### config.mk
export PLATFORM = sky130hd
export DESIGN_NAME = seg_scan_ctrl
export DESIGN_NICKNAME = d
export VERILOG_FILES = /design/src/rtl/seg_scan_ctrl.sv
export SDC_FILE = /design/constraint.sdc
export NUM_CORES = 1
export LEC_CHECK = 0
export ABC_AREA = 1
export CAP_MARGIN = 40
export CORE_MARGIN = 2
export CORE_UTILIZATION = 55
export DETAILED_ROUTE_END_ITERATION = 10
export PLACE_DENSITY = 0.8
export SLEW_MARGIN = 40
export SYNTH_ARGS = -nofsm -noshare
export SYNTH_HDL_FRONTEND = slang
export SYNTH_SLANG_ARGS = --single-unit
### constraint.sdc
create_clock -name clk -period 2.8 [get_ports clk]
set_clock_uncertainty 0.15 [all_clocks]
set_input_delay 0.56 -clock clk [delete_from_list [all_inputs] [get_ports clk]]
set_output_delay 0.56 -clock clk [all_outputs]
set_load 0.01 [all_outputs]
### src/rtl/seg_scan_ctrl.sv
// seg_scan_ctrl: time-multiplexed scan controller for common-anode 7-segment digits.
// Each digit slot is a blanking guard followed by a drive window. New display
// values arrive via ready/valid and are committed only at frame boundaries.
// Optional feature macro: SEG_SCAN_LZ_BLANK_EN (leading-zero suppression).
module seg_scan_ctrl #(
  parameter int unsigned NUM_DIGITS   = 8,
  parameter int unsigned SLOT_CYCLES  = 100000,
  parameter int unsigned BLANK_CYCLES = 1000
) (
  input  logic                    clk,
  input  logic                    rst,
  input  logic                    load_valid,
  input  logic [4*NUM_DIGITS-1:0] load_data,
  output logic                    load_ready,
  input  logic [NUM_DIGITS-1:0]   digit_mask,
  output logic [3:0]              code_out,
  output logic [NUM_DIGITS-1:0]   an_n,
  output logic                    frame_done
);

  localparam int unsigned DATA_W = 4 * NUM_DIGITS;
  localparam int unsigned CNT_W  = $clog2(SLOT_CYCLES);
  localparam int unsigned IDX_W  = $clog2(NUM_DIGITS);

  typedef enum logic {
    ST_BLANK = 1'b0,
    ST_DRIVE = 1'b1
  } state_t;

  state_t              state_q, state_d;
  logic [CNT_W-1:0]    cnt_q, cnt_d;
  logic [IDX_W-1:0]    idx_q, idx_d;
  logic [DATA_W-1:0]   active_q, active_d;
  logic [DATA_W-1:0]   pending_q, pending_d;
  logic                ready_d;
  logic [3:0]          code_d;
  logic [NUM_DIGITS-1:0] an_d;
  logic                frame_done_d;
  logic                boundary;
  logic                accept;
  logic                commit;
  logic [NUM_DIGITS-1:0] visible;

`ifdef SEG_SCAN_LZ_BLANK_EN
  logic [NUM_DIGITS-1:0] lz_q, lz_d;

  // Digits at or below the highest nonzero nibble stay lit; digit 0 always lit.
  function automatic logic [NUM_DIGITS-1:0] lz_mask(input logic [DATA_W-1:0] v);
    logic seen;
    seen    = 1'b0;
    lz_mask = '0;
    for (int i = int'(NUM_DIGITS) - 1; i >= 0; i--) begin
      seen       = seen | (v[4*i +: 4] != 4'h0);
      lz_mask[i] = seen;
    end
    lz_mask[0] = 1'b1;
  endfunction
`endif

  // State register and all registered outputs.
  always_ff @(posedge clk) begin
    if (rst) begin
      state_q    <= ST_BLANK;
      cnt_q      <= '0;
      idx_q      <= '0;
      active_q   <= '0;
      pending_q  <= '0;
      load_ready <= 1'b1;
      code_out   <= 4'h0;
      an_n       <= '1;
      frame_done <= 1'b0;
`ifdef SEG_SCAN_LZ_BLANK_EN
      lz_q       <= NUM_DIGITS'(1);
`endif
    end else begin
      state_q    <= state_d;
      cnt_q      <= cnt_d;
      idx_q      <= idx_d;
      active_q   <= active_d;
      pending_q  <= pending_d;
      load_ready <= ready_d;
      code_out   <= code_d;
      an_n       <= an_d;
      frame_done <= frame_done_d;
`ifdef SEG_SCAN_LZ_BLANK_EN
      lz_q       <= lz_d;
`endif
    end
  end

  // Next-state, handshake and next-output logic; outputs track the next state.
  always_comb begin
    state_d      = state_q;
    cnt_d        = cnt_q + CNT_W'(1);
    idx_d        = idx_q;
    boundary     = 1'b0;
    accept       = 1'b0;
    commit       = 1'b0;
    pending_d    = pending_q;
    ready_d      = load_ready;
    active_d     = active_q;
    code_d       = 4'h0;
    an_d         = '1;
    frame_done_d = 1'b0;
    visible      = digit_mask;
`ifdef SEG_SCAN_LZ_BLANK_EN
    lz_d         = lz_q;
`endif

    // Slot sequencing: blank guard, then drive, then advance the digit.
    case (state_q)
      ST_BLANK: begin
        if (cnt_q == CNT_W'(BLANK_CYCLES - 1)) begin
          state_d = ST_DRIVE;
        end
      end
      ST_DRIVE: begin
        if (cnt_q == CNT_W'(SLOT_CYCLES - 1)) begin
          state_d = ST_BLANK;
          cnt_d   = '0;
          if (idx_q == IDX_W'(NUM_DIGITS - 1)) begin
            idx_d    = '0;
            boundary = 1'b1;
          end else begin
            idx_d = idx_q + IDX_W'(1);
          end
        end
      end
      default: begin
        state_d = ST_BLANK;
        cnt_d   = '0;
        idx_d   = '0;
      end
    endcase

    // A pending value can only commit when the buffer was already full, so a
    // load accepted on the boundary cycle waits for the following boundary.
    accept = load_valid & load_ready;
    commit = boundary & ~load_ready;

    if (accept) begin
      pending_d = load_data;
      ready_d   = 1'b0;
    end
    if (commit) begin
      active_d = pending_q;
      ready_d  = 1'b1;
`ifdef SEG_SCAN_LZ_BLANK_EN
      lz_d     = lz_mask(pending_q);
`endif
    end

`ifdef SEG_SCAN_LZ_BLANK_EN
    visible = digit_mask & lz_d;
`endif

    code_d       = active_d[{idx_d, 2'b00} +: 4];
    frame_done_d = boundary;
    if (state_d == ST_DRIVE) begin
      an_d[idx_d] = ~visible[idx_d];
    end
  end

endmodule

==> flow_metrics.py, run 1 <==
metrics = {
    "status": {
        "status": "complete, no violations",
    },
    "final_layout": {
        "area_growth_pct": 18.70,
        "utilization": 0.6628,
        "nFillCells": 664,
        "nNetsFinal": 670,
        "drive_gt1_frac": 0.07643,
        "postLayoutCellArea_mm2": 0.005042,
        "diodes": 0,
    },
    "hold_path": {
        "hp-class": "reg -> reg",
        "min_path_cells": 1,
    },
    "global_route": {
        "grt_pass1_wl_um": 17030,
        "busiest_layer": "met2",
        "use_met2": 0.3958,
        "grt_pass1_vias": 3652,
        "grt_start_max_net_pins": 47,
        "overflow": 0,
        "grt.met1_usage": 0.3299,
        "use_met3": 0.06409,
        "grt_usage": 0.2484,
        "antenna_found_initial": 0,
    },
    "clock_tree": {
        "htree_levels": 3,
        "post-cts-setup-buffers": 0,
        "cts_tree": "done",
        "root_buffer": "clkbuf_8",
        "cts.path.max_buffers": 2,
        "cts_buffers": 9,
        "clock_sinks": 99,
        "clkLatencyLatePin_ns": 0.37,
        "clk_transition_reported_paths_ns": 0.09,
    },
    "synthesis": {
        "yosysTopAreaCell": "dfxtp_1",
        "synth-edff-count": 0,
        "synth.top_cells.by_count": "106 x nor2_1, 99 x dfxtp_1, 88 x nand2_1",
        "ys_types": 29,
        "synth-async-reset-ratio": 0,
        "syn_area_mm2": 0.004248,
        "synth_area_leaders": "dfxtp_1 47%, nor2_1 9.4%, nand3_1 8.4%",
        "yosys_most_used_dff": "dfxtp_1",
        "yosysTopAreaCellShare": 0.4666,
        "synth-seq-area-share": 0.4666,
        "synth-seq-cells": 99,
        "syn-instance-count": 580,
        "synth.most_common_cell": "nor2_1",
        "synth.avg_cell_area_um2": 7.324,
        "syn_nets": 626,
        "synth_warnings": 0,
    },
    "detailed_routing": {
        "viasPerCell": 5.493,
        "antenna_left": 0,
        "wl_um": 9903,
        "wire_per_inst_um": 13.57,
        "dr.pass1.iters": 5,
        "route.detailed.drc": 0,
        "num_vias": 4010,
        "drtIter0Drc": 259,
    },
    "setup_path": {
        "worstPathMaxFanout": 21,
        "crit_path_end_kind": "register",
        "slowest_stage": "dfxtp_1",
        "cp_top_family": "simple AND/OR/NAND/NOR gates",
        "path_cells": "ha_1 > nand3_2 > nor2_2 > inv_2 > nor2_4 > nand3_2 > nand2_4 > nand2_1 > nand3_1 > nand2_1 > nor2_4 > nand3_1",
        "cp.required_ns": 2.89,
        "critPathLaunchType": "register",
        "path_depth": 12,
        "path_buf_inv": 1,
        "r2r_cells": 12,
        "critical_path.max_stage_delay_ns": 0.37,
        "cp.arrival_ns": 2.47,
        "worst-setup-path-type": "reg -> reg",
    },
    "timing": {
        "fin_crit_sh": 0.8500,
        "holdWs_ns": 0.3145,
        "setup_viol": 0,
        "tns_ns": 0,
        "rsz0062_at_grt": "no",
        "worst_slack_ns": 0.4200,
        "maxClockFrequency_mhz": 420.2,
        "slew_violations": 0,
        "hold_viol": 0,
        "worst_pin_slew_ns": 0.5100,
        "relSlewSlack": 0.6593,
        "finalCriticalPeriod_ns": 2.380,
    },
    "floorplanning": {
        "die_x_um": 91.88,
        "num_rows": 32,
        "fp.dieH_um": 91.88,
        "initial_core_util": 0.5584,
        "io_pins": 57,
        "dieArea_mm2": 0.008442,
        "core_mm2": 0.007607,
    },
    "place": {
        "dp_hpwl_um": 6999,
        "placed_area_mm2": 0.004865,
        "io_buffers": 56,
        "dp_slack_ns": 0.3199,
        "routabilityCongestion": 0.8872,
    },
    "flow_run": {
        "drv_cap": 0,
    },
    "power_and_ir_drop": {
        "p_leak_uw": 0.001950,
        "p_per_area_mw_per_mm2": 492.1,
        "ir_drop_mv": 0.3362,
    },
}
-- cells by family (layout without fill, tap and decap cells) --
group	Yosys count	after routing	share of synthesized area
AO/OA/AOI/OAI	71	71	0.08630
XOR/XNOR	5	5	0.01031
adder cells (fa/ha/maj)	3	3	0.008837
buffers and inverters	66	114	0.06362
flip-flops	99	99	0.4666
AND/OR/NAND/NOR	336	336	0.3644
-- timing repair --
action,CTS,global route
gates resized for setup,0,1
setup endpoints to repair,0,8
endpoints found under the hold margin,0,0
hold buffers,0,0
-- stage by stage --
stage / total power [uW] / std cells
finish: 2481 / 730
detailed placement: 1681 / 715
global route: 2593 / 730
floorplan: 1590 / 580
global placement: 1676 / 715
CTS: 2498 / 730
-- flip-flops by register name (all words and copies together) (netlist names) --
signal and flops:
active_q 32, an_n 8, cnt_q 17, code_out 4, frame_done 1, idx_q 3
load_ready 1, pending_q 32, state_q 1
-- worst register-to-register path: cells and delay by family, from the launching register on --
kind,cells,cell delay (ns)
fa+ha+maj,1,0.21
flops,1,0.37
simple gates,10,1.44
buf+inv,1,0.08
-- worst paths after layout --
path | startpoint | endpoint | slack (ns)
max | cnt_q[0] | an_n[6] | 0.42
min | cnt_q[0] | cnt_q[0] | 0.31
max reg2reg | cnt_q[0] | an_n[6] | 0.42
min reg2reg | cnt_q[0] | cnt_q[0] | 0.31
-- cell usage in the layout, fill, tap and decap left out --
cell,netlist,routed
ha_1,3,3
xor2_1,5,5
a211oi_1,2,2
dfxtp_1,99,99
o211ai_1,1,1
nor3_1,8,8
clkdlybuf4s50_1,0,56
nand2_1,88,88
nor2_4,2,2
nor2_2,8,8
nor4_1,3,3
nor2_1,106,106
nand3_1,71,71
buf_4,1,10
clkinv_1,1,1
o21ai_0,32,32
clkbuf_8,0,9
clkinv_2,0,1
clkinvlp_4,0,2
inv_6,0,2
nor3_2,1,1
nand2_4,0,1
o21bai_1,1,1
nand3_2,3,3
a31oi_1,1,1
nand2_2,3,2
inv_1,26,26
a21oi_1,34,34
inv_8,0,1
nor3b_1,4,4
inv_2,6,6
nand4_1,39,39
-- routing by layer --
metal / wire [um] / up-vias
li1: - / 2033
met1: 4441 / 1798
met2: 4556 / 162
met3: 696 / 17
met4: 209 / 0
met5: 0 / -
-- power breakdown --
group / switching (uW) / internal (uW) / total (uW) / leakage (uW)
Combinational: 87.4 / 88.3 / 176 / 0.00106
Clock: 504 / 329 / 833 / 0.0000840
Sequential: 24.9 / 1450 / 1470 / 0.000806
-- final cells by class --
cell class,instances,area (um^2),share of cell area
Multi-Input combinational cell,415,2001,0.3968
Sequential cell,99,1982,0.3931
Timing Repair Buffer,66,635.6,0.1261
Tap cell,102,127.6,0.02531
Clock buffer,9,123.9,0.02457
Inverter,33,123.9,0.02457
Clock inverter,6,48.80,0.009677
Note: power is estimated with default switching activity, not from simulation.
==> run 2: changes to the inputs <==
--- a/config.mk
+++ b/config.mk
@@ -10,6 +10,7 @@
 export CORE_MARGIN = 2
 export CORE_UTILIZATION = 55
 export DETAILED_ROUTE_END_ITERATION = 10
+export GPL_TIMING_DRIVEN = 0
 export PLACE_DENSITY = 0.8
 export SLEW_MARGIN = 40
 export SYNTH_ARGS = -nofsm -noshare
==> run 2 against run 1 <==
Against the previous run: setup slack worse by 0.073 ns; final area increased by 2.9%; via count rose by 2.6%; combinational power hardly changed; largest cell class unchanged; non-clock buffer count grew 23; sequential share of layout area is 1.1 points lower; die area is the same; first-iteration DRC count rose by 20%; largest power group unchanged; count of clock-buffer cells in the layout increased by 2; critical path depth is the same; global-route usage rose by 0.75 points; sequential cell count unchanged.
==> flow_metrics.py, run 2 (synthesis results as in run 1) <==
metrics = {
    "setup_path": {
        "path_cells": "ha_1 > ha_1 > nand2_1 > inv_1 > nand4_1 > clkbuf_1 > nand2_1 > nand3_1 > nand3_1 > nand2_1 > nor2_1 > nor2_1",
        "path_common_cell": "nand2_1",
        "worstPathMaxFanout": 10,
        "path_buf_inv": 2,
        "worst-setup-path-type": "reg -> reg",
        "cp.arrival_ns": 2.59,
        "cp.required_ns": 2.94,
        "critical_path.max_stage_delay_ns": 0.45,
        "slowest_stage": "clkbuf_1",
        "crit_path_end_kind": "register",
        "cp_top_family": "simple AND/OR/NAND/NOR gates",
        "critPathLaunchType": "register",
    },
    "detailed_routing": {
        "num_vias": 4116,
        "wl_um": 10200,
        "viasPerCell": 5.459,
        "dr.pass1.iters": 5,
        "route.detailed.drc": 0,
        "antenna_left": 0,
        "wire_per_inst_um": 13.53,
        "drtIter0Drc": 312,
    },
    "final_layout": {
        "nFillCells": 642,
        "nNetsFinal": 693,
        "reg_top3": "active_q: 32 flops, pending_q: 32 flops, cnt_q: 17 flops",
        "final_common_cell": "nor2_1",
        "drive_gt1_frac": 0.07515,
        "layout_common_cells": "106 x nor2_1, 99 x dfxtp_1, 88 x nand2_1",
        "utilization": 0.6817,
        "diodes": 0,
        "area_growth_pct": 22.09,
        "stdcell_count": 754,
    },
    "global_route": {
        "use_met2": 0.4369,
        "overflow": 0,
        "grt_pass1_wl_um": 17570,
        "grt.met1_usage": 0.3222,
        "busiest_layer": "met2",
        "use_met3": 0.05752,
        "grt_start_max_net_pins": 17,
        "grt_pass1_vias": 3874,
        "antenna_found_initial": 0,
        "grt_usage": 0.2559,
    },
    "timing": {
        "slew_violations": 0,
        "tns_ns": 0,
        "fin_crit_sh": 0.8761,
        "worst_pin_slew_ns": 0.5277,
        "maxClockFrequency_mhz": 407.6,
        "relSlewSlack": 0.6482,
        "setup_viol": 0,
        "rsz0062_at_grt": "no",
        "hold_viol": 0,
        "finalCriticalPeriod_ns": 2.453,
    },
    "floorplanning": {
        "core_mm2": 0.007607,
        "initial_core_util": 0.5584,
        "num_rows": 32,
        "fp.dieH_um": 91.88,
        "die_x_um": 91.88,
        "io_pins": 57,
        "dieArea_mm2": 0.008442,
    },
    "power_and_ir_drop": {
        "ir_drop_mv": 0.2924,
        "p_leak_uw": 0.002015,
        "p_total_uw": 2774,
        "p_per_area_mw_per_mm2": 534.8,
    },
    "place": {
        "dp_hpwl_um": 7656,
        "dp_cells": 738,
        "routabilityCongestion": 0.9387,
        "io_buffers": 56,
    },
    "clock_tree": {
        "clkLatencyLatePin_ns": 0.36,
        "cts-resized-gates": 0,
        "cts_buffers": 9,
        "root_buffer": "clkbuf_8",
        "cts_tree": "done",
        "clk_transition_reported_paths_ns": 0.09,
        "cts.path.max_buffers": 2,
        "clock_sinks": 99,
        "post-cts-setup-buffers": 0,
        "postCtsHoldBufs": 0,
        "htree_levels": 3,
    },
    "status": {
        "status": "complete, no violations",
    },
    "hold_path": {
        "hp-class": "reg -> reg",
    },
    "flow_run": {
        "drv_cap": 0,
    },
}
run 2: changes by cell type in the layout (fill, tap and decap cells not counted), moves of 2 or more:
cell	previous run	this run
clkbuf_1	0	22
buf_2	0	9
buf_4	10	1
bufinv_16	0	3
inv_6	2	0
run 2: power by group:
group          total, uW  internal, uW  switching, uW
combinational        178          88.2           89.8
clock               1120           625            499
sequential          1470          1450           24.5
total               2770          2160            613
run 2: final timing paths:
kind	endpoint	cells after the start	start	slack (ns)
setup / recovery	code_out[0]	12	idx_q[0]	0.35
hold / removal	cnt_q[0]	1	cnt_q[0]	0.31
setup reg to reg	code_out[0]	12	idx_q[0]	0.35
hold reg to reg	cnt_q[0]	1	cnt_q[0]	0.31
run 2: stage by stage:
step	worst slack [ns]	area [um^2]	hold WS, ns
2_1_floorplan	0.8035	4248	0.2675
3_3_place_gp	0.4750	4936	0.2789
3_5_place_dp	0.4328	4936	0.3001
4_1_cts	0.3996	5186	0.3180
5_1_grt	0.1057	5186	0.3463
6_report	0.3469	5186	0.3079
run 2: cell type report:
cell class / instances / area [um^2] / share of cell area
Buffer: 33 / 146.4 / 0.02823
Tap cell: 102 / 127.6 / 0.02461
Timing Repair Buffer: 56 / 560.5 / 0.1081
Inverter: 33 / 123.9 / 0.02388
Clock buffer: 11 / 141.4 / 0.02726
Sequential cell: 99 / 1982 / 0.3821
Clock inverter: 5 / 108.9 / 0.02099
Multi-Input combinational cell: 415 / 1996 / 0.3848
run 2: routing by layer:
layer | vias up | wire (um) | part of all wire
met4 | 0 | 130 | 0.013
li1 | 2080 | - | -
met1 | 1831 | 4426 | 0.43
met2 | 190 | 4868 | 0.48
met5 | - | 0 | 0
met3 | 15 | 773 | 0.076
run 2: worst register-to-register path, stage by stage, from the launching register on:
cell      delay (ns)
dfxtp_1         0.35
ha_1            0.21
ha_1            0.20
nand2_1         0.10
inv_1           0.11
nand4_1         0.20
clkbuf_1        0.45
nand2_1         0.15
nand3_1         0.12
nand3_1         0.09
nand2_1         0.09
nor2_1          0.04
nor2_1          0.11
==> run 3: changes to the inputs <==
--- a/config.mk
+++ b/config.mk
@@ -8,10 +8,9 @@
 export ABC_AREA = 1
 export CAP_MARGIN = 40
 export CORE_MARGIN = 2
-export CORE_UTILIZATION = 55
+export CORE_UTILIZATION = 38
 export DETAILED_ROUTE_END_ITERATION = 10
 export GPL_TIMING_DRIVEN = 0
-export PLACE_DENSITY = 0.8
 export SLEW_MARGIN = 40
 export SYNTH_ARGS = -nofsm -noshare
 export SYNTH_HDL_FRONTEND = slang
==> constraint.sdc (replaced) <==
create_clock -name clk -period 2.8 [get_ports clk]
set_clock_uncertainty 0.15 [all_clocks]
set_input_delay 0.42 -clock clk [delete_from_list [all_inputs] [get_ports clk]]
set_output_delay 0.42 -clock clk [all_outputs]
set_load 0.01 [all_outputs]
==> run 3 against run 2 <==
Against the previous run: power fell by 4.1%; register-to-register slack barely moved; critical path depth rose by 1; maximum frequency rose by 0.56%; sequential cell count did not move; critical path type unchanged; setup slack improved by 0.014 ns; critical endpoint unchanged.
==> flow_metrics.py, run 3 (synthesis results as in run 1) <==
metrics = {
    "status": {
        "status": "complete, no violations",
    },
    "clock_tree": {
        "clock_sinks": 99,
        "cts.path.max_buffers": 2,
        "cts-resized-gates": 0,
        "clk_transition_reported_paths_ns": 0.09,
        "postCtsHoldBufs": 0,
        "htree_levels": 3,
        "post-cts-setup-buffers": 0,
        "clkLatencyLatePin_ns": 0.38,
        "root_buffer": "clkbuf_8",
        "cts_buffers": 9,
        "cts_tree": "done",
    },
    "detailed_routing": {
        "wl_um": 10890,
        "dr.pass1.iters": 5,
        "antenna_left": 0,
        "num_vias": 4004,
        "drtIter0Drc": 211,
        "route.detailed.drc": 0,
        "wire_per_inst_um": 13.76,
        "viasPerCell": 5.062,
    },
    "place": {
        "dp_slack_ns": 0.3524,
        "dp_hpwl_um": 8397,
        "routabilityCongestion": 0.8677,
        "io_buffers": 56,
    },
    "timing": {
        "rsz0062_at_grt": "no",
        "maxClockFrequency_mhz": 409.9,
        "worst_slack_ns": 0.3607,
        "tns_ns": 0,
        "worst_pin_slew_ns": 0.5313,
        "hold_viol": 0,
        "setup_viol": 0,
        "finalCriticalPeriod_ns": 2.439,
        "fin_crit_sh": 0.8712,
        "relSlewSlack": 0.6458,
        "slew_violations": 0,
    },
    "global_route": {
        "grt_pass1_wl_um": 17840,
        "busiest_layer": "met2",
        "overflow": 0,
        "grt_usage": 0.1932,
        "grt_start_max_net_pins": 16,
        "use_met2": 0.3131,
        "grt.met1_usage": 0.2539,
        "antenna_found_initial": 0,
        "use_met3": 0.03260,
        "grt_pass1_vias": 3747,
    },
    "final_layout": {
        "layout_common_cells": "106 x nor2_1, 99 x dfxtp_1, 88 x nand2_1",
        "nNetsFinal": 693,
        "area_growth_pct": 22.39,
        "reg_top3": "active_q: 32 flops, pending_q: 32 flops, cnt_q: 17 flops",
        "drive_gt1_frac": 0.07527,
        "diodes": 0,
        "final_common_cell": "nor2_1",
    },
    "floorplanning": {
        "die_x_um": 109.7,
        "num_rows": 38,
        "dieArea_mm2": 0.01204,
        "io_pins": 57,
        "core_mm2": 0.01089,
        "fp.dieH_um": 109.7,
        "initial_core_util": 0.3901,
    },
    "setup_path": {
        "worstPathMaxFanout": 10,
        "cp.arrival_ns": 2.54,
        "worst-setup-path-type": "reg -> reg",
        "slowest_stage": "dfxtp_1",
        "path_cells": "ha_1 > nand3_2 > nor2_2 > inv_2 > nor2_4 > nand3_2 > nand2_2 > buf_2 > nand3_1 > nand3_1 > nand2_1 > nor2_1 > nor2_1",
        "critical_path.max_stage_delay_ns": 0.36,
        "r2r_cells": 13,
        "cp.required_ns": 2.90,
        "critPathLaunchType": "register",
        "crit_path_end_kind": "register",
    },
    "hold_path": {
        "hp-class": "reg -> reg",
        "min_path_cells": 1,
    },
    "flow_run": {
        "drv_cap": 0,
    },
    "power_and_ir_drop": {
        "p_leak_uw": 0.002002,
        "ir_drop_mv": 0.1978,
        "p_per_area_mw_per_mm2": 511.6,
        "p_total_uw": 2660,
    },
}
run 3: cell types whose count changed in the layout (fill, tap and decap cells not counted):
cell       delta
inv_8         -1
clkbuf_1      -1
bufinv_16     -1
clkinv_2      +2
run 3: power by group:
part / internal [uW] / switching (uW)
clock network: 520 / 489
logic: 87.9 / 90.7
registers: 1450 / 25.4
run 3: final timing paths:
path / start / end / slack [ns]
min: cnt_q[0] / cnt_q[0] / 0.30
max reg2reg: cnt_q[0] / code_out[0] / 0.36
min reg2reg: cnt_q[0] / cnt_q[0] / 0.30
max: cnt_q[0] / code_out[0] / 0.36
run 3: layer usage:
metal  wire, um  up-vias
met4        176        0
met1       5229     1781
li1           -     2088
met2       4886      122
met5          0        -
met3        593       13
run 3: layout make-up:
| cell class | instances | area [um^2] |
|---|---|---|
| Clock buffer | 10 | 137.6 |
| Inverter | 33 | 123.9 |
| Multi-Input combinational cell | 415 | 1996 |
| Tap cell | 140 | 175.2 |
| Buffer | 33 | 146.4 |
| Timing Repair Buffer | 56 | 560.5 |
| Clock inverter | 5 | 77.57 |
| Fill cell | 1150 | 5689 |
| Sequential cell | 99 | 1982 |
run 3: worst max-delay path: cells and delay by family (launching register included):
kind	cells	cell delay (ns)
fa+ha+maj	1	0.21
buf+inv	2	0.33
flops	1	0.36
simple gates	10	1.27
run 3: through the flow:
stage	utilization	std cells	area, um^2	hold slack [ns]
2_1_floorplan	-	580	4248	0.2675
3_3_place_gp	0.4577	776	4984	0.2787
3_5_place_dp	0.4577	776	4984	0.2929
4_1_cts	0.4775	791	5199	0.3053
5_1_grt	0.4775	791	5199	0.3222
6_report	0.4775	791	5199	0.3020
==> RTL edit 1 (flow settings as in run 2) <==
`pending_q` no longer has a reset.
--- a/src/rtl/seg_scan_ctrl.sv
+++ b/src/rtl/seg_scan_ctrl.sv
@@ -64,7 +64,6 @@
       cnt_q      <= '0;
       idx_q      <= '0;
       active_q   <= '0;
-      pending_q  <= '0;
       load_ready <= 1'b1;
       code_out   <= 4'h0;
       an_n       <= '1;
@@ -77,7 +76,6 @@
       cnt_q      <= cnt_d;
       idx_q      <= idx_d;
       active_q   <= active_d;
-      pending_q  <= pending_d;
       load_ready <= ready_d;
       code_out   <= code_d;
       an_n       <= an_d;
@@ -86,6 +84,10 @@
       lz_q       <= lz_d;
 `endif
     end
+  end
+
+  always_ff @(posedge clk) begin
+    pending_q <= pending_d;
   end
 
   // Next-state, handshake and next-output logic; outputs track the next state.
Formal check against the unedited RTL: no difference found for any inputs over 10 cycles, from zero or initial values and one cycle with rst high; that may be too few to reach the edited logic, so the function may still have changed.
==> RTL edit 1 against run 2 <==
Combinational power decreased by 35%; final area decreased by 3.7%; setup slack improved by 0.0043 ns; maximum frequency increased by 0.18%; first-iteration DRC count decreased by 16%; total power decreased by 9.3%; synthesized area decreased by 2.8%; routed wire length decreased by 8.0%; sequential cell count unchanged; sequential power increased by 4%; highest routed layer unchanged.
==> RTL edit 1: results (changes against run 2) <==
[run_status]
status = finished, final reports clean  ; unchanged

[synth]
synth_common_cells = nand2_1 (91), nand3_1 (68), dfxtp_1 (67)  ; was nor2_1 (106), dfxtp_1 (99), nand2_1 (88)
synth.area.top_cells = dfxtp_1 (32%), edfxtp_1 (23%), nand2_1 (8.3%)  ; was dfxtp_1 (47%), nor2_1 (9.4%), nand3_1 (8.4%)
ys_seq_area_share_pct = 55.74  ; was 46.66%
synth-warning-count = 0  ; unchanged
synth_edf_count = 32  ; was 0
synth_nets = 517  ; was 626
ys_types = 31  ; was 29

[power]
swShare_pct = 22.28  ; was 22.10%
seqPwrFrac_pct = 60.7  ; was 53.1%
p_leak_uw = 0.001921  ; was 0.002015 uW
vdd.ir_drop.worst_mv = 0.3269  ; was 0.2924 mV

[detailed_routing]
viasPerCell = 5.568  ; was 5.459
firstDrtPassIters = 5  ; unchanged
wirelength_um = 9387  ; was 10200 um
first_iter_violations = 262  ; was 312

[place]
portBuffers = 55  ; was 56
gp_congestion = 0.9556  ; was 0.9387
hpwlAfterDp_um = 6815  ; was 7656 um

[min_path]
hold_path_depth = 1  ; unchanged

[cts]
root_buffer = clkbuf_8  ; unchanged

[timing]
relSlewSlack_pct = 56.05  ; was 64.82%

[setup_path]
arrival_ns = 2.60  ; was 2.59 ns
cpPeakStageDelay_ns = 0.47  ; was 0.45 ns
reg2reg_depth = 11  ; was 12
r2r_end = code_out[3]  ; was code_out[0]
path_max_fanout = 7  ; was 10
critPathSlowestCell = nor2_1  ; was clkbuf_1
regToRegStartpoint = cnt_q[0]  ; was idx_q[0]

[final_layout]
drive_gt1_share_pct = 8.303  ; was 7.515%
fin_nets = 583  ; was 693
num-fill-cells = 584  ; was 642

[global_routing]
grtUsageMet2_pct = 38.81  ; was 43.69%
track_usage_pct = 24.23  ; was 25.59%
use_met1_pct = 30.01  ; was 32.22%
met3_usage_pct = 5.593  ; was 5.752%
grt_pass1_wl_um = 15810  ; was 17570 um
grt_start_max_net_pins = 33  ; was 17

-- RTL edit 1: layout make-up --
type / count / area (um^2) / area share, %
Timing Repair Buffer: 55 / 550.5 / 11.03
Sequential cell: 99 / 2302 / 46.12
Inverter: 29 / 108.9 / 2.180
Clock buffer: 11 / 152.6 / 3.058
Tap cell: 99 / 123.9 / 2.481
Multi-Input combinational cell: 318 / 1600 / 32.06
Clock inverter: 5 / 35.03 / 0.7018
Buffer: 25 / 118.9 / 2.381
-- RTL edit 1: power groups by stage --
stage          Sequential [uW]  Combinational [uW]  Clock, uW
6_report                  1530                 115        875
5_1_grt                   1530                 127        947
4_1_cts                   1530                 116        887
3_5_place_dp              1560                 115          0
3_3_place_gp              1560                 112          0
2_1_floorplan             1560                40.0          0
-- RTL edit 1: per-stage QoR --
stage / std cells / setup WS (ns) / total power, uW / hold WS [ns] / area (um^2)
after floorplan: 471 / 0.7837 / 1597 / 0.2675 / 4130
after global placement: 625 / 0.2234 / 1672 / 0.2803 / 4805
after detailed placement: 625 / 0.4303 / 1676 / 0.2898 / 4805
after CTS: 641 / 0.3915 / 2530 / 0.3041 / 4992
after global routing: 641 / 0.1665 / 2603 / 0.3277 / 4992
final: 641 / 0.3512 / 2516 / 0.3021 / 4992
-- RTL edit 1: logic make-up (layout without fill, tap and decap cells) --
| family | count (synthesis) | in the layout | share of synthesized area (%) |
|---|---|---|---|
| buf+inv | 54 | 125 | 5.513 |
| fa+ha+maj | 3 | 3 | 0.9089 |
| xor+xnor | 4 | 4 | 0.8481 |
| compound gates | 43 | 43 | 5.514 |
| flops | 99 | 99 | 55.74 |
| simple gates | 268 | 268 | 31.48 |
-- RTL edit 1: worst max-delay path, delay by kind of cell, from the launching register on --
kind | cells | cell delay (ns)
adders and majority gates | 1 | 0.21
DFF | 1 | 0.36
and+or+nand+nor | 10 | 1.66
-- RTL edit 1: worst max-delay path by stage --
| stage | cells after the start | to | start |
|---|---|---|---|
| after floorplan | 13 | an_n[2] | cnt_q[0] |
| after global placement | 3 | pending_q[4] | load_valid |
| after global routing | 11 | an_n[6] | cnt_q[0] |
| final | 11 | code_out[3] | cnt_q[0] |
| after detailed placement | 11 | code_out[3] | cnt_q[0] |
| after CTS | 11 | code_out[3] | cnt_q[0] |
-- RTL edit 1: routing by layer --
| metal | vias up | share of wire [%] |
|---|---|---|
| li1 | 1753 | - |
| met1 | 1627 | 43 |
| met2 | 160 | 46 |
| met3 | 29 | 7.4 |
| met4 | 0 | 3.3 |
| met5 | - | 0 |
==> RTL edit 2 (flow settings as in run 2) <==
Without the edit above. Add a define of `SEG_SCAN_LZ_BLANK_EN`.
--- a/src/rtl/seg_scan_ctrl.sv
+++ b/src/rtl/seg_scan_ctrl.sv
@@ -2,6 +2,8 @@
 // Each digit slot is a blanking guard followed by a drive window. New display
 // values arrive via ready/valid and are committed only at frame boundaries.
 // Optional feature macro: SEG_SCAN_LZ_BLANK_EN (leading-zero suppression).
+`define SEG_SCAN_LZ_BLANK_EN
+
 module seg_scan_ctrl #(
   parameter int unsigned NUM_DIGITS   = 8,
   parameter int unsigned SLOT_CYCLES  = 100000,
Behaviour: same outputs for any inputs over 10 cycles, from zero or initial values and one cycle with rst high; that may be too few to reach the edited logic, so the function may still have changed.
==> RTL edit 2 against run 2 <==
Non-clock buffer count down 7; combinational power up 26%; utilization down 0.72 points; total power down 3.3%; final area up 7.4%; count of clock-buffer cells in the layout down 1; highest routed layer unchanged; routed wire length up 11%; critical path depth unchanged; setup slack worse by 0.054 ns; synthesized area up 11%; critical path type unchanged; largest power group unchanged; via count up 4.5%; sequential cell count up 8.
==> RTL edit 2: results (changes against run 2) <==
[detailed_routing]
viasPerCell = 5.166  ; was 5.459
post_drt_wl_per_cell_um = 13.58  ; was 13.53 um
first_iter_violations = 232  ; was 312
firstDrtPassIters = 5  ; unchanged

[global_routing]
grt_pass1_vias = 3988  ; was 3874
grt_antenna_before_repair = 0  ; unchanged
track_usage_pct = 25.64  ; was 25.59%
grt_start_max_net_pins = 18  ; was 17
grt_pass1_wl_um = 18290  ; was 17570 um

[place]
gp_congestion = 0.9217  ; was 0.9387
portBuffers = 55  ; was 56
hpwlAfterDp_um = 8649  ; was 7656 um

[flow_run]
drv_cap = 0  ; unchanged

[setup_path]
cpPeakStageDelay_ns = 0.40  ; was 0.45 ns
cp_top_family = simple AND/OR/NAND/NOR gates  ; unchanged
critPathSlowestCell = dfxtp_1  ; was clkbuf_1
path_max_fanout = 10  ; unchanged
arrival_ns = 2.60  ; was 2.59 ns

[min_path]
hold_class = reg2reg  ; unchanged

[cts]
cts.clk_slew.worst_paths_ns = 0.10
cts_made_buffers = 9  ; unchanged
cts_buffer_depth = 2  ; unchanged
htreeDepth = 3  ; unchanged
cts_repair_resize_count = 0  ; unchanged
root_buffer = clkbuf_8  ; unchanged
worstSkewPairLatency_ns = 0.37

[synth]
synth_common_cells = nand2_1 (136), nor2_1 (117), dfxtp_1 (107)  ; was nor2_1 (106), dfxtp_1 (99), nand2_1 (88)
ys_types = 34  ; was 29
synth.area.top_cells = dfxtp_1 (45%), nand2_1 (11%), nor2_1 (9.3%)  ; was dfxtp_1 (47%), nor2_1 (9.4%), nand3_1 (8.4%)
async_reset_ff_share_pct = 0  ; unchanged
synth_nets = 704  ; was 626
ys_seq_area_share_pct = 45.45  ; was 46.66%
synth-warning-count = 0  ; unchanged

[power]
p_switching_uw = 674.9  ; was 613.0 uW
vdd.ir_drop.worst_mv = 0.3268  ; was 0.2924 mV
p_leak_uw = 0.002406  ; was 0.002015 uW

[final_layout]
drive_gt1_share_pct = 8.379  ; was 7.515%
fin_nets = 770  ; was 693

[run_status]
status = finished, final reports clean  ; unchanged

[timing]
worstMarginPinSlew_ns = 0.7265  ; was 0.5277 ns

==> RTL edit 2: power by group through the flow <==
stage | Combinational, uW | Sequential [uW] | Clock (uW)
global placement | 217 | 1620 | 0
floorplan | 120 | 1620 | 0
CTS | 223 | 1590 | 880
finish | 224 | 1590 | 870
global route | 251 | 1590 | 936
detailed placement | 222 | 1620 | 0
==> RTL edit 2: path summary, 6_finish.rpt <==
check	startpoint	slack, ns	endpoint	cells after the start
setup / recovery	idx_q[0]	0.29	code_out[1]	12
hold / removal	cnt_q[0]	0.32	cnt_q[0]	1
setup reg to reg	idx_q[0]	0.29	code_out[1]	12
hold reg to reg	cnt_q[0]	0.32	cnt_q[0]	1
==> RTL edit 2: stage by stage <==
step / hold WS (ns) / std cells / instance area, um^2 / total power (uW) / worst slack, ns
floorplan: 0.2485 / 658 / 4713 / 1740 / 0.7726
global placement: 0.2724 / 818 / 5395 / 1841 / 0.3967
detailed placement: 0.2882 / 818 / 5395 / 1847 / 0.3677
CTS: 0.3246 / 833 / 5570 / 2693 / 0.3134
global route: 0.3520 / 833 / 5570 / 2781 / 0.1336
finish: 0.3199 / 833 / 5570 / 2683 / 0.2929
==> RTL edit 2: final cells by class <==
type	instances	area (um^2)
buffer	27	157.7
clock buffer	10	137.6
inverter	74	277.8
clock inverter	5	37.54
tap	105	131.4
timing repair buffer	55	550.5
sequential	107	2142
fill	747	2688
multi-input combinational	450	2136
==> RTL edit 2: routing by layer <==
metal  share of wire (%)  track usage [%]  vias to the layer above
met4                 1.6            6.455                        0
met3                 5.5            6.206                       15
li1                    -                -                     2230
met5                   0                0                        -
met2                  48            45.14                      121
met1                  45            31.51                     1937
==> RTL edit 2: cell families (layout without fill, tap and decap cells) <==
kind of cell	after synthesis	count (layout)	share of synthesized area (%)
AO/OA/AOI/OAI	103	103	11.92
XOR/XNOR	4	4	0.7432
adder cells (fa/ha/maj)	3	3	0.7965
buffers and inverters	101	171	9.238
flip-flops	107	107	45.45
AND/OR/NAND/NOR	340	340	31.86
